### src/rtl/data_memory_pkg.sv
// Shared sizes and state encoding for the data memory arbiter.
package data_memory_pkg;
  localparam int DM_ADDR_W = 10;
  localparam int DM_DATA_W = 8;
  localparam int DM_DEPTH  = 1024;
  localparam int DM_PORTS  = 2;

  typedef enum logic {
    INIT = 1'b0,
    RUN  = 1'b1
  } dm_arb_state_t;
endpackage

### src/rtl/dm_rr_arbiter.sv
// Two-requester round-robin arbiter; the port not granted most recently wins a tie.
module dm_rr_arbiter
  import data_memory_pkg::*;
(
  input  logic                i_clk,
  input  logic                i_rst_n,
  input  logic [DM_PORTS-1:0] i_req,
  output logic [DM_PORTS-1:0] o_gnt
);

  // prio_q = 1 means port 1 is favoured on the next tie
  logic prio_q, prio_d;

  always_comb begin
    o_gnt  = i_req;
    if (i_req == 2'b11) o_gnt = prio_q ? 2'b10 : 2'b01;
    prio_d = prio_q;
    if (|o_gnt) prio_d = o_gnt[0];
  end

  always_ff @(posedge i_clk) begin
    if (!i_rst_n) prio_q <= 1'b0;
    else          prio_q <= prio_d;
  end

endmodule

### src/rtl/data_memory_arbiter.sv
// Core/DMA data memory arbiter: clears the memory after reset, then grants one access per cycle.
module data_memory_arbiter
  import data_memory_pkg::*;
(
  input  logic                 i_clk,
  input  logic                 i_rst_n,
  input  logic [1:0]           i_req,
  input  logic [1:0]           i_we,
  input  logic [9:0]           i_addr0,
  input  logic [9:0]           i_addr1,
  input  logic [7:0]           i_wdata0,
  input  logic [7:0]           i_wdata1,
  output logic [1:0]           o_gnt,
  output logic [1:0]           o_rvalid,
  output logic [7:0]           o_rdata,
  output logic                 o_init_done,
  output logic [9:0]           o_mem_addr,
  output logic [7:0]           o_mem_wdata,
  output logic                 o_mem_we,
  output logic                 o_mem_re,
  input  logic [7:0]           i_mem_rdata
);

  dm_arb_state_t          state_q, state_d;
  logic [DM_ADDR_W-1:0]   cnt_q, cnt_d;
  logic [DM_PORTS-1:0]    rvalid_q, rvalid_d;
  logic                   init_done_q, init_done_d;
  logic [DM_PORTS-1:0]    arb_req, arb_gnt;

  // Requests are invisible to the arbiter until the sweep is done, so they stay pending
  assign arb_req = (i_rst_n && state_q == RUN) ? i_req : '0;

  dm_rr_arbiter u_rr (
    .i_clk   (i_clk),
    .i_rst_n (i_rst_n),
    .i_req   (arb_req),
    .o_gnt   (arb_gnt)
  );

  always_comb begin
    o_gnt       = arb_gnt;
    o_mem_we    = 1'b0;
    o_mem_re    = 1'b0;
    o_mem_addr  = '0;
    o_mem_wdata = '0;
    if (i_rst_n) begin
      if (state_q == INIT) begin
        o_mem_we   = 1'b1;
        o_mem_addr = cnt_q;
      end else if (arb_gnt[0]) begin
        o_mem_we    = i_we[0];
        o_mem_re    = ~i_we[0];
        o_mem_addr  = i_addr0;
        o_mem_wdata = i_wdata0;
      end else if (arb_gnt[1]) begin
        o_mem_we    = i_we[1];
        o_mem_re    = ~i_we[1];
        o_mem_addr  = i_addr1;
        o_mem_wdata = i_wdata1;
      end
    end
  end

  always_comb begin
    state_d     = state_q;
    cnt_d       = cnt_q;
    init_done_d = init_done_q;
    rvalid_d    = '0;
    unique case (state_q)
      INIT: begin
        cnt_d = cnt_q + 1'b1;
        if (cnt_q == DM_ADDR_W'(DM_DEPTH - 1)) begin
          state_d     = RUN;
          init_done_d = 1'b1;
        end
      end
      RUN:     rvalid_d = arb_gnt & ~i_we;
      default: state_d  = INIT;
    endcase
  end

  always_ff @(posedge i_clk) begin
    if (!i_rst_n) begin
      state_q     <= INIT;
      cnt_q       <= '0;
      rvalid_q    <= '0;
      init_done_q <= 1'b0;
    end else begin
      state_q     <= state_d;
      cnt_q       <= cnt_d;
      rvalid_q    <= rvalid_d;
      init_done_q <= init_done_d;
    end
  end

  // A read completing while reset is asserted is discarded, not returned
  assign o_rvalid    = i_rst_n ? rvalid_q : '0;
  assign o_rdata     = (|o_rvalid) ? i_mem_rdata : '0;
  assign o_init_done = init_done_q;

endmodule

### config.mk
export PLATFORM = sky130hd
export DESIGN_NAME = data_memory_arbiter
export DESIGN_NICKNAME = d
export VERILOG_FILES = /design/src/rtl/data_memory_pkg.sv /design/src/rtl/dm_rr_arbiter.sv /design/src/rtl/data_memory_arbiter.sv
export SDC_FILE = /design/constraint.sdc
export NUM_CORES = 1
export LEC_CHECK = 0
export CAP_MARGIN = 20
export CORE_ASPECT_RATIO = 0.5
export CORE_MARGIN = 2
export CORE_UTILIZATION = 36
export CTS_CLUSTER_SIZE = 8
export DETAILED_ROUTE_END_ITERATION = 16
export PLACE_DENSITY_LB_ADDON = 0.1
export SLEW_MARGIN = 20
export SYNTH_ARGS = -nofsm -noshare
export SYNTH_HDL_FRONTEND = slang
export SYNTH_SLANG_ARGS = --single-unit
### constraint.sdc
create_clock -name i_clk -period 3.5 [get_ports i_clk]
set_clock_uncertainty 0.05 [all_clocks]
set_input_delay 0.35 -clock i_clk [delete_from_list [all_inputs] [get_ports i_clk]]
set_output_delay 0.35 -clock i_clk [all_outputs]
set_load 0.02 [all_outputs]
==> qor.txt <==
Crit path DAT: 2.51 ns
Sink Count: 15
Startpoint Class: primary input
Die Wd: 81.27 µm
Core ar.: 0.002716 mm²
Netlist Area Pre-Place: 0.001075 mm²
Rel. slew slack: 0.7129
Top delay family on crit path: buffers and inverters
Skew-Pair Late Insertion Delay: 0.25 ns
Yosys reg bits: 15
Reg power frac: 0.428
Area grow syn2layout: 84.63%
Final #Nets: 280
CP max-delay cell: clkdlybuf4s50_1
Die height: 42.64 µm
Synth Instances: 147
Crit path kind: in2out
GPL Wtd Cong: 0.8012
Hpwl dp: 2893 µm
Switch share: 0.2467
Max-slew violation count: 0
Hold_ws: 0.4140 ns
Antenna violations before repair: 0
Setup TNS: 0 ns
CP dominant cell by count: clkdlybuf4s50_1
FF-to-FF path depth: 4
Largest net degree at the start of global routing: 27
Comb pwr share: 0.226
First-pass GRT wire length: 5754 µm
Yosys Warn Count: 0
Sequential fraction of the synthesis area: 0.2794
Antenna cells: 0
Post-route DRC: 0
Max cap viols: 0
Worst path max stage delay: 0.69 ns
Element type at the critical path end: primary output
Fillers: 223
Num CTS Buffers: 3
CP max FO: 12
Final hold vios: 0
I/O pin cnt: 83
Tightest Hold Check Type: reg2reg
Critical Path RT: 3.10 ns
Max IR drop VDD: 0.1120 mV
Initial core utilization: 0.3957
Max Root-Sink Buffers: 2
Crit path cell chain: clkdlybuf4s50_1 > and2_1 > nand3_1 > inv_2 > a22o_1 > clkdlybuf4s50_1
CTS Hold Bufs: 0
Clk root buf: clkbuf_8
Tmin final: 2.906 ns
# Post-CTS Setup Buffers: 0
Switch Pwr: 103.3 µW
Initial DRT Pass Iterations: 5
Row cnt: 13
H-Tree Depth: 1
CTS tree: done
Vias in the first global route: 1,307
LEAKAGE: 0.0007429 µW
Hold Crit Depth: 2
Unrepaired setup endpoints after global routing: false
EDFF count, synth: 0
Multi-input gate area: 710.7 µm²
Vias: 1,458
Syn Nets: 198
Layout Utilization: 0.7305
WP buf/inv: 3
Most used flip-flop cell after synthesis: dfxtp_1
FFs w/ async S/R, synth: 0
Tot GR Track Use: 0.2176
FMAX: 0.3441 GHz
WP depth: 6
Internal: 315.4 µW
WL/cell: 13.98 µm
DIE AREA: 0.003465 mm²
Layout cell share with drive strength beyond 1: 0.06579
Period utilization: 0.8304
Clock power share: 0.346
Syn avg cell area: 7.311 µm²
Vias per inst: 5.502
Synth cell types: 33
Post-CTS resize count: 0
IO Port Bufs: 82
Status: finished clean
Worst-margin pin slew: 0.4291 ns
PwrDens: 211.0 mW/mm²
Final setup viols: 0
DRT antenna net count: 0
GRT overflow: 0
Total Wirelength: 3704 µm
Pwr Total: 418.6 µW
Reg area: 300.3 µm²
Reg clk slew, reported paths: 0.06 ns
Starting DRT DRC Count: 112
flip-flops by register name (all words and copies together), names as in the netlist:
signal,cells
u_rr.prio_q,1
rvalid_q,2
state_q,1
cnt_q,10
o_init_done,1
Yosys cell counts (2+ instances only):
cell type	instances	area [µm²]
nand3_1	7	35.03
or4_1	2	15.01
inv_1	4	15.01
or3_1	3	18.77
dfxtp_1	15	300.3
inv_2	2	7.510
o31ai_1	3	22.52
buf_2	3	15.01
a21oi_1	9	45.04
a31oi_1	11	68.82
and2_1	11	68.82
xor2_1	3	26.28
a22o_1	7	61.31
nor2_1	11	41.29
o21ai_0	14	70.07
clkbuf_1	7	26.28
nand2_1	13	48.80
nand4_1	7	43.79
power groups by stage:
stage | Clock [µW] | Sequential (µW) | Combinational (µW)
final | 145 | 179 | 94.7
after global routing | 155 | 179 | 102
after CTS | 147 | 179 | 94.7
after detailed placement | 0 | 183 | 94.4
after global placement | 0 | 183 | 92.9
after floorplan | 0 | 182 | 25.8
worst paths after layout:
path,start,to,slack (ns)
max reg2reg,cnt_q[0]$_SDFFE_PN0N_,cnt_q[8]$_SDFFE_PN0N_,1.92
max,i_rst_n,o_mem_wdata[0],0.59
min,o_init_done$_SDFFE_PN0P_,o_init_done$_SDFFE_PN0P_,0.41
min reg2reg,o_init_done$_SDFFE_PN0P_,o_init_done$_SDFFE_PN0P_,0.41
cell type report:
type | count | share of cell area
clock buffer | 3 | 0.02081
tap | 37 | 0.02333
multi-input combinational | 116 | 0.3581
sequential | 15 | 0.1513
timing repair buffer | 87 | 0.4325
inverter | 6 | 0.01135
clock inverter | 1 | 0.002522
kinds of logic after synthesis:
kind of cell	synth area share
muxes	0.009314
AOI/OAI and AO/OA	0.2876
adders and majority gates	0.01164
xor gates and xnor gates	0.03260
buffers and inverters	0.05937
DFF	0.2794
and+or+nand+nor	0.3201
per-layer routing:
metal,vias up,share of wire,track usage
li1,701,-,-
met1,668,0.40,0.2642
met2,83,0.49,0.3541
met3,6,0.10,0.08190
met4,0,0.012,0.07119
met5,-,0,0
worst reg2reg max path, stage by stage (launching register included):
cell,delay [ns]
dfxtp_1,0.45
ha_1,0.26
nand3b_1,0.17
or4_1,0.43
a21oi_1,0.15
cell usage in the layout (no fill, tap or decap), types with 2 or more instances in the layout:
| cell | count |
|---|---|
| inv_1 | 4 |
| nand2_1 | 13 |
| clkbuf_8 | 3 |
| a21oi_1 | 9 |
| a22o_1 | 7 |
| buf_4 | 5 |
| a31oi_1 | 11 |
| clkdlybuf4s50_1 | 82 |
| o31ai_1 | 3 |
| o21ai_0 | 14 |
| or4_1 | 2 |
| and2_1 | 11 |
| or3_1 | 3 |
| dfxtp_1 | 15 |
| nor2_1 | 11 |
| inv_2 | 2 |
| nand3_1 | 7 |
| nand4_1 | 7 |
| xor2_1 | 3 |
through the flow:
stage               instances  area [µm²]  setup slack, ns
finish                    265        1984           0.5936
global placement          261        1938           0.6796
global route              265        1984           0.4854
floorplan                 147        1075            1.737
detailed placement        261        1938           0.6135
CTS                       265        1984           0.6123
No activity file was read; power rests on OpenSTA's default activity.
